[src/rtl/cdb_arbiter_pkg.sv]
// cdb_arbiter_pkg: shared CDB types and constants for the CDB arbiter slice
// Contents: CDB_TAG_W/CDB_DATA_W widths, cdb_t bus entry, cdb_state_e output register state
package cdb_arbiter_pkg;
    localparam int CDB_TAG_W = 4;
    localparam int CDB_DATA_W = 32;
    typedef struct packed {
        logic                  valid;
        logic [CDB_TAG_W-1:0]  tag;
        logic [CDB_DATA_W-1:0] data;
    } cdb_t;
    typedef enum logic {EMPTY, FULL} cdb_state_e;
endpackage

[src/rtl/rr_picker.sv]
// rr_picker: round-robin pick of the first set request at or after ptr, wrapping
// Ports: req (request vector), ptr (search start), grant (one-hot winner),
//        idx (encoded winner), any (some request set)
module rr_picker #(
    parameter int NUM_REQ = 17,
    localparam int IW = $clog2(NUM_REQ)
) (
    input  logic [NUM_REQ-1:0] req,
    input  logic [IW-1:0]      ptr,
    output logic [NUM_REQ-1:0] grant,
    output logic [IW-1:0]      idx,
    output logic               any
);
    function automatic logic [IW-1:0] wrap(input logic [IW-1:0] p, input int k);
        int s;
        s = int'(p) + k;
        return IW'(s >= NUM_REQ ? s - NUM_REQ : s);
    endfunction
    // Scan from the farthest offset back to ptr so the nearest request is written last.
    always_comb begin
        idx = '0;
        for (int k = NUM_REQ - 1; k >= 0; k--)
            if (req[wrap(ptr, k)]) idx = wrap(ptr, k);
        any = |req;
        grant = any ? NUM_REQ'(1) << idx : '0;
    end
endmodule

[src/rtl/cdb_arbiter.sv]
// cdb_arbiter: round-robin arbiter registering one completed result per cycle onto the CDB
// Ports: clk, rst (sync, active-high), flush (squash), req_valid/req_tag/req_data/req_is_br
//        per requester, req_grant (one-hot, combinational), cdb_valid/cdb_tag/cdb_data/cdb_src
//        (registered CDB entry), rob_ready (ROB consumes the entry)
// Option: CDB_BR_PRIORITY_EN gives branch results precedence over other results.
module cdb_arbiter
    import cdb_arbiter_pkg::*;
#(
    parameter int NUM_REQ = 17,
    parameter int TAG_W = 4,
    parameter int DATA_W = 32
) (
    input  logic                        clk,
    input  logic                        rst,
    input  logic                        flush,
    input  logic [NUM_REQ-1:0]          req_valid,
    input  logic [NUM_REQ*TAG_W-1:0]    req_tag,
    input  logic [NUM_REQ*DATA_W-1:0]   req_data,
    input  logic [NUM_REQ-1:0]          req_is_br,
    output logic [NUM_REQ-1:0]          req_grant,
    output logic                        cdb_valid,
    output logic [TAG_W-1:0]            cdb_tag,
    output logic [DATA_W-1:0]           cdb_data,
    output logic [$clog2(NUM_REQ)-1:0]  cdb_src,
    input  logic                        rob_ready
);
    localparam int IW = $clog2(NUM_REQ);
    cdb_state_e state, state_d;
    logic [IW-1:0] rr_ptr;
    logic [NUM_REQ-1:0] pick_grant;
    logic [IW-1:0] pick_idx;
    logic pick_any, can_load, grant_en, load;
    logic [TAG_W-1:0] win_tag;
    logic [DATA_W-1:0] win_data;
`ifdef CDB_BR_PRIORITY_EN
    logic [NUM_REQ-1:0] br_req, br_grant, all_grant;
    logic [IW-1:0] br_idx, all_idx;
    logic br_any;
    assign br_req = req_valid & req_is_br;
    rr_picker #(.NUM_REQ(NUM_REQ)) u_br (.req(br_req), .ptr(rr_ptr), .grant(br_grant), .idx(br_idx), .any(br_any));
    rr_picker #(.NUM_REQ(NUM_REQ)) u_all (.req(req_valid), .ptr(rr_ptr), .grant(all_grant), .idx(all_idx), .any(pick_any));
    assign pick_grant = br_any ? br_grant : all_grant;
    assign pick_idx = br_any ? br_idx : all_idx;
`else
    logic unused_is_br;
    assign unused_is_br = ^req_is_br;
    rr_picker #(.NUM_REQ(NUM_REQ)) u_all (.req(req_valid), .ptr(rr_ptr), .grant(pick_grant), .idx(pick_idx), .any(pick_any));
`endif
    // The register may take a new entry when empty or when the ROB drains it this cycle.
    assign can_load = (state == EMPTY) | rob_ready;
    assign grant_en = can_load & ~flush & ~rst;
    assign load = grant_en & pick_any;
    assign req_grant = grant_en ? pick_grant : '0;
    assign cdb_valid = state == FULL;
    always_comb begin
        win_tag = '0;
        win_data = '0;
        for (int i = 0; i < NUM_REQ; i++)
            if (pick_grant[i]) begin
                win_tag = req_tag[i*TAG_W +: TAG_W];
                win_data = req_data[i*DATA_W +: DATA_W];
            end
    end
    always_comb begin
        state_d = state;
        if (flush) state_d = EMPTY;
        else if (can_load) state_d = pick_any ? FULL : EMPTY;
    end
    always_ff @(posedge clk) begin
        if (rst) begin
            state <= EMPTY;
            rr_ptr <= '0;
            cdb_tag <= '0;
            cdb_data <= '0;
            cdb_src <= '0;
        end else begin
            state <= state_d;
            if (load) begin
                cdb_tag <= win_tag;
                cdb_data <= win_data;
                cdb_src <= pick_idx;
                rr_ptr <= (pick_idx == IW'(NUM_REQ - 1)) ? '0 : pick_idx + 1'b1;
            end
        end
    end
endmodule
[config.mk]
export PLATFORM = sky130hd
export DESIGN_NAME = cdb_arbiter
export DESIGN_NICKNAME = d
export VERILOG_FILES = /design/src/rtl/cdb_arbiter_pkg.sv /design/src/rtl/rr_picker.sv /design/src/rtl/cdb_arbiter.sv
export SDC_FILE = /design/constraint.sdc
export NUM_CORES = 1
export LEC_CHECK = 0
export ABC_AREA = 1
export CORE_AREA = 3 3 271 273
export DETAILED_ROUTE_END_ITERATION = 7
export DIE_AREA = 0 0 274 276
export DONT_BUFFER_PORTS = 1
export PLACE_DENSITY = 0.46
export SLEW_MARGIN = 10
export SYNTH_ARGS = -nofsm -noshare
export SYNTH_HDL_FRONTEND = slang
export SYNTH_HIERARCHICAL = 1
export SYNTH_SLANG_ARGS = --single-unit
[constraint.sdc]
create_clock -name clk -period 5.35 [get_ports clk]
set_clock_uncertainty 0.1 [all_clocks]
set_input_delay 0.535 -clock clk [delete_from_list [all_inputs] [get_ports clk]]
set_output_delay 0.535 -clock clk [all_outputs]
set_load 0.05 [all_outputs]
==> summary.txt, run 1 <==
DRT iter0 DRCs - 2183
most used cell, CP - nand3_2
dominant cells by area after synthesis - nand2_1 19%, nand3_1 17%, nor2_1 7.1%, a21oi_1 6.8%, or2_2 6.2%
failing checks - negative setup slack
outcome - finished, violations left
Setup Crit Path Kind - reg2reg
Clock Sinks - 47
Total Routing Usage GR - 27.6%
Initial Utilization - 22.3%
Netlist Area Pre-Place - 15900 µm²
Worst Hold Depth - 1
routed length on met3 - 10.9 mm
post-synthesis cell type count - 65
Residual DRC - 0
I/O pins - 709
Synth top area share - 19.2%
Critical R2R Launch - rr_ptr[1]$_SDFFE_PP0P_
Vias - 23303
final slew viol count - 0
total of max-cap violations - 0
Num CTS Buffers - 5
crit path DAT - 6.12 ns
clock slew at reported path FFs - 0.07 ns
worst-path fanout max - 8
Placeable Area - 71400 µm²
critical path's largest stage delay - 0.38 ns
Die Footprint - 75600 µm²
worst rel slew slack - 37.0%
Filler cells - 7656
Final GP Congestion - 1.06
Mapped Nets - 3587
beginning of the worst hold path - rst
Post-Layout Cell Count - 4450
Die X - 274 µm
CP startpoint kind - flop
Synth warnings - 6
setup violators final - 52
period utilization - 112%
FMAX - 166 MHz
crit path capture type - flop
Avg WL per Cell - 25.5 µm
Placed Instances - 4247
post-synthesis sequential area ratio - 5.91%
Critical Path RT - 5.45 ns
worst slew pin tran - 0.945 ns
Area Growth Syn to Fin - 67.2%
Nets - 4154
largest net degree at the start of global routing - 48
clock root cell - clkbuf_16
vias in the first global route - 21923
CP max-delay cell - dfxtp_4
cell depth of the worst flop-to-flop path - 55
Final Routed Wirelength - 113 mm
Metal-1 WL - 43.9 mm
DR WL met2 - 52.7 mm
endpoints failing hold - 0
Site Rows - 98
clock buffer depth - 2
initial antenna violation count - 26
share of layout cells above drive strength 1 - 50.2%
register bit total from synthesis - 47
CTS tree - built
antenna-violating nets left - 0
detail-routed via count per cell - 5.24
IO Port Bufs - 0
Worst Hold End - cdb_tag[2]$_SDFFE_PP0P_
RSZ-0062 raised after global routing - yes
setup slack after layout - -0.662 ns
DIE HEIGHT - 276 µm
total congestion overflow - 0
DRT Pass-1 Iters - 5
Critical R2R Capture - cdb_data[23]$_SDFFE_PP0P_
post-synthesis cell count - 2908
worst hold slack - 0.204 ns
Period minus WS final - 6.01 ns
max layer used - met5
final HPWL from detailed placement - 90.5 mm
first-pass GRT wire length - 154 mm
area leader, netlist - nand2_1
Worst-Skew Late Latency - 0.31 ns
Synth Area per Inst - 5.47 µm²
number of H-tree levels - 2
Worst R2R Setup Slack - -0.66 ns
Hold Crit Class - in2reg
==> critical path: cells and delay by family, from the launching register on <==
family,cells,cell delay (ns)
AND/OR/NAND/NOR,35,2.74
buffers and inverters,13,1.69
AO/OA/AOI/OAI,5,0.52
XOR/XNOR,2,0.40
flip-flops,1,0.38
==> cell usage after synthesis (all sizes together) <==
| cell type | n |
|---|---|
| dlygate4sd1 | 5 |
| o311ai | 10 |
| o21ai | 135 |
| o211ai | 64 |
| nand4 | 14 |
| dlymetal6s2s | 3 |
| nand2 | 864 |
| dlygate4sd3 | 4 |
| a21oi | 250 |
| nand3 | 535 |
| nand3b | 2 |
| or2 | 189 |
| clkinv | 11 |
| inv | 168 |
| nor4 | 3 |
| nor2 | 333 |
| buf | 66 |
| xnor2 | 5 |
| a311oi | 1 |
| a31o | 2 |
| xor2 | 34 |
| o41ai | 1 |
| o31ai | 5 |
| o221ai | 2 |
| o22ai | 2 |
| nor3 | 14 |
| ha | 29 |
| o32ai | 1 |
| o21bai | 2 |
| clkbuf | 101 |
| and3b | 1 |
| and2 | 1 |
| dfxtp | 47 |
| a31oi | 4 |
==> per-stage QoR <==
step	TNS [ns]	area, µm²	utilization [%]	worst slack, ns
after floorplan	0	16000	-	0.0119
after global placement	-44.96	20500	28.7	-1.51
after detailed placement	-44.58	20500	28.7	-1.49
after CTS	-24.26	24200	34.0	-0.693
after global routing	-44.33	26600	37.3	-1.14
final	-23.74	26600	37.3	-0.662
==> metal layers <==
metal / vias to the layer above / track usage [%]
li1: 10781 / -
met5: - / 0
met1: 10850 / 34.4
met4: 2 / 11.3
met3: 258 / 5.48
met2: 1412 / 46.2
==> cells by family after synthesis <==
kind of cell	Yosys count	share of synthesized area, %
adders and majority gates	29	2.28
and+or+nand+nor	1956	55.6
buffers and inverters	358	15.0
xor gates and xnor gates	39	2.90
DFF	47	5.91
AOI/OAI and AO/OA	479	18.3
==> registers in the layout (all words and copies together) (netlist names) <==
signal     count
rr_ptr         5
cdb_src        5
cdb_valid      1
cdb_data      32
cdb_tag        4
==> area by class of cell <==
| class | instances | area, µm² | share of cell area [%] |
|---|---|---|---|
| repair inverters | 1 | 8.76 | 0.0329 |
| clock inverters | 1 | 30.0 | 0.113 |
| multi-input cells | 2510 | 16400 | 61.8 |
| inverters | 179 | 786 | 2.95 |
| well taps | 950 | 1190 | 4.47 |
| clock buffers | 6 | 129 | 0.484 |
| repair buffers | 731 | 7000 | 26.3 |
| flip-flops and latches | 47 | 957 | 3.60 |
| diodes | 25 | 62.6 | 0.235 |
==> how the worst max path moves through the flow <==
stage	start	endpoint	slack [ns]
after global placement	rr_ptr[4]$_SDFFE_PP0P_	cdb_data[25]$_SDFFE_PP0P_	-1.51
after CTS	rr_ptr[1]$_SDFFE_PP0P_	cdb_data[25]$_SDFFE_PP0P_	-0.69
after global routing	rr_ptr[0]$_SDFFE_PP0P_	cdb_tag[2]$_SDFFE_PP0P_	-1.14
final	rr_ptr[1]$_SDFFE_PP0P_	cdb_data[23]$_SDFFE_PP0P_	-0.66
after floorplan	rr_ptr[3]$_SDFFE_PP0P_	cdb_data[17]$_SDFFE_PP0P_	0.01
after detailed placement	rr_ptr[1]$_SDFFE_PP0P_	cdb_data[25]$_SDFFE_PP0P_	-1.49
==> timing repair <==
item                       4_1_cts  5_1_grt
setup buffers                  108       59
resized for setup              594      415
cloned                          14        6
pin swaps                      190      260
setup endpoints to repair       53       56
hold buffers                     0        0
==> placed cells by master, fill, tap and decap left out, types with 7 or more instances in the layout <==
| master | instances |
|---|---|
| nor2_2 | 44 |
| nand2_2 | 138 |
| nor2_4 | 45 |
| buf_8 | 22 |
| or2_2 | 151 |
| ha_4 | 15 |
| xor2_4 | 8 |
| inv_4 | 15 |
| nand2_4 | 46 |
| nor3_1 | 12 |
| nor2_1 | 244 |
| diode_2 | 25 |
| or2_4 | 7 |
| xor2_1 | 18 |
| nand3_2 | 283 |
| dfxtp_1 | 42 |
| xor2_2 | 10 |
| nand3_1 | 183 |
| clkbuf_16 | 10 |
| o21ai_1 | 33 |
| a21oi_2 | 55 |
| or2_0 | 25 |
| a21oi_1 | 190 |
| o211ai_1 | 64 |
| nand2_1 | 681 |
| clkinv_1 | 10 |
| nand4_1 | 14 |
| o21ai_0 | 71 |
| buf_12 | 65 |
| inv_2 | 45 |
| buf_4 | 546 |
| nand3_4 | 69 |
| ha_1 | 8 |
| buf_6 | 85 |
| o21ai_4 | 14 |
| o21ai_2 | 18 |
| inv_1 | 98 |
Power of run 1 is left out: the tool's default activity adds up to more than one toggle a clock period on the data nets, which glitch-free logic cannot reach.
==> inputs of run 2 (changes only) <==
--- a/config.mk
+++ b/config.mk
@@ -6,9 +6,9 @@
 export NUM_CORES = 1
 export LEC_CHECK = 0
 export ABC_AREA = 1
-export CORE_AREA = 3 3 271 273
+export CORE_AREA = 3 3 273 275
 export DETAILED_ROUTE_END_ITERATION = 7
-export DIE_AREA = 0 0 274 276
+export DIE_AREA = 0 0 276 278
 export DONT_BUFFER_PORTS = 1
 export PLACE_DENSITY = 0.46
 export SLEW_MARGIN = 10
==> summary.txt, run 2 (synthesis gave the netlist of run 1 again) <==
Placeable Area - 72600 µm² (was 71400 µm²)
design area - 25300 µm² (was 26600 µm²)
largest registers - cdb_data x32, cdb_src x5, rr_ptr x5 (unchanged)
FMAX - 169 MHz (was 166 MHz)
Critical Path RT - 5.45 ns (about the same)
antenna-violating nets left - 0 (unchanged)
share of layout cells above drive strength 1 - 46.1% (was 50.2%)
Critical R2R Capture - cdb_data[27]$_SDFFE_PP0P_ (was cdb_data[23]$_SDFFE_PP0P_)
cell depth of the worst flop-to-flop path - 54 (was 55)
Area Growth Syn to Fin - 58.7% (was 67.2%)
Hold Crit Class - in2reg (unchanged)
Worst R2R Setup Slack - -0.57 ns (was -0.66 ns)
pre-CTS setup slack - -1.19 ns (was -1.49 ns)
most frequent cells in the layout - 713 x nand2_1, 517 x buf_4, 262 x nor2_1, 248 x nand3_2, 244 x nand3_1 (was 681 x nand2_1, 546 x buf_4, 283 x nand3_2, 244 x nor2_1, 190 x a21oi_1)
critical path's largest stage delay - 0.37 ns (was 0.38 ns)
worst slew pin tran - 0.753 ns (was 0.945 ns)
Vias - 22966 (was 23303)
total congestion overflow - 0 (unchanged)
Residual DRC - 0 (unchanged)
setup violators final - 49 (was 52)
Worst Hold End - cdb_tag[3]$_SDFFE_PP0P_ (was cdb_tag[2]$_SDFFE_PP0P_)
Die Footprint - 76700 µm² (was 75600 µm²)
crit path capture type - flop (unchanged)
Avg WL per Cell - 25.1 µm (was 25.5 µm)
detail-routed via count per cell - 5.23 (was 5.24)
crit path DAT - 6.02 ns (was 6.12 ns)
outcome - finished, violations left (unchanged)
DRT Pass-1 Iters - 5 (unchanged)
max reg flops - 32 (unchanged)
final HPWL from detailed placement - 88.5 mm (was 90.5 mm)
CP max-delay cell - dfxtp_4 (unchanged)
CTS tree - built (unchanged)
total of max-cap violations - 0 (unchanged)
initial antenna violation count - 19 (was 26)
clock slew at reported path FFs - 0.07 ns (about the same)
DRT iter0 DRCs - 2145 (was 2183)
I/O pins - 709 (unchanged)
final slew viol count - 0 (unchanged)
Total Routing Usage GR - 26.2% (was 27.6%)
Num CTS Buffers - 5 (unchanged)
RSZ-0062 raised after global routing - yes (unchanged)
Initial Utilization - 21.9% (was 22.3%)
CP startpoint kind - flop (unchanged)
Worst-Skew Late Latency - 0.30 ns (was 0.31 ns)
Period minus WS final - 5.92 ns (was 6.01 ns)
endpoints failing hold - 0 (unchanged)
Critical R2R Launch - rr_ptr[1]$_SDFFE_PP0P_ (unchanged)
setup slack after layout - -0.572 ns (was -0.662 ns)
clock root cell - clkbuf_16 (unchanged)
worst rel slew slack - 49.7% (was 37.0%)
failing checks - negative setup slack (unchanged)
commonest non-fill, non-tap cell in the layout - nand2_1 (unchanged)
Largest Register - cdb_data (unchanged)
IO Port Bufs - 0 (unchanged)
Final Routed Wirelength - 110 mm (was 113 mm)
number of H-tree levels - 2 (unchanged)
Util after Layout - 34.8% (was 37.3%)
beginning of the worst hold path - rst (unchanged)
worst-path fanout max - 13 (was 8)
Clock Sinks - 47 (unchanged)
DIE HEIGHT - 278 µm (was 276 µm)
Nets - 4087 (was 4154)
most used cell, CP - nand2_1 (was nand3_2)
clock buffer depth - 2 (unchanged)
vias in the first global route - 21412 (was 21923)
Placed Area - 20300 µm² (was 20500 µm²)
period utilization - 111% (was 112%)
Worst Hold Depth - 1 (unchanged)
first-pass GRT wire length - 151 mm (was 154 mm)
Setup Crit Path Kind - reg2reg (unchanged)
largest net degree at the start of global routing - 48 (unchanged)
Site Rows - 99 (was 98)
Final GP Congestion - 1.01 (was 1.06)
Die X - 276 µm (was 274 µm)
run 2: layout make-up:
class / count / area [µm²]
clock inverter: 2 / 60.1
inverter: 179 / 791
clock buffer: 6 / 129
fill: 8049 / 47300
sequential: 47 / 957
timing repair inverter: 4 / 31.3
multi-input combinational: 2508 / 15700
timing repair buffer: 663 / 6280
tap: 959 / 1200
antenna: 21 / 52.6
run 2: worst max-delay path by stage:
stage | start | slack, ns | cells past startpoint | to
final | rr_ptr[1]$_SDFFE_PP0P_ | -0.57 | 54 | cdb_data[27]$_SDFFE_PP0P_
after detailed placement | rr_ptr[1]$_SDFFE_PP0P_ | -1.19 | 53 | cdb_data[27]$_SDFFE_PP0P_
after global routing | rr_ptr[3]$_SDFFE_PP0P_ | -0.90 | 58 | cdb_data[5]$_SDFFE_PP0P_
after global placement | rr_ptr[1]$_SDFFE_PP0P_ | -1.25 | 53 | cdb_data[27]$_SDFFE_PP0P_
after floorplan | rr_ptr[3]$_SDFFE_PP0P_ | 0.01 | 50 | cdb_data[17]$_SDFFE_PP0P_
after CTS | rr_ptr[2]$_SDFFE_PP0P_ | -0.55 | 51 | cdb_data[27]$_SDFFE_PP0P_
run 2: layer usage:
layer	GRT usage, %	part of all wire (%)	up-vias	routed length (µm)
met5	0	0.012	-	13
met2	42.5	45	1283	50000
li1	-	-	10666	-
met4	12.7	5.6	2	6210
met3	5.49	9.6	234	10600
met1	33.2	39	10781	43200
run 2: repair_timing:
action                     in CTS  in global routing
buffers inserted               53                 65
gates cloned                   13                  9
hold buffers                    0                  0
resized for setup             455                360
pin swaps                     118                201
setup endpoints to repair      53                 54
run 2: worst max-delay path: cells and delay by family (launching register included):
family	cells	cell delay (ns)
simple gates	36	3.06
buf+inv	9	1.03
compound gates	7	0.85
flops	1	0.37
xor+xnor	1	0.21
fa+ha+maj	1	0.20
run 2: through the flow:
step                setup TNS [ns]  hold slack [ns]  std cells
CTS                         -20.76            0.186       4304
floorplan                        0            0.378       2908
finish                      -19.23            0.214       4389
detailed placement          -34.89            0.489       4231
global placement            -37.91            0.492       4231
global route                -38.00            0.196       4383
Power of run 2 is left out for the same reason.
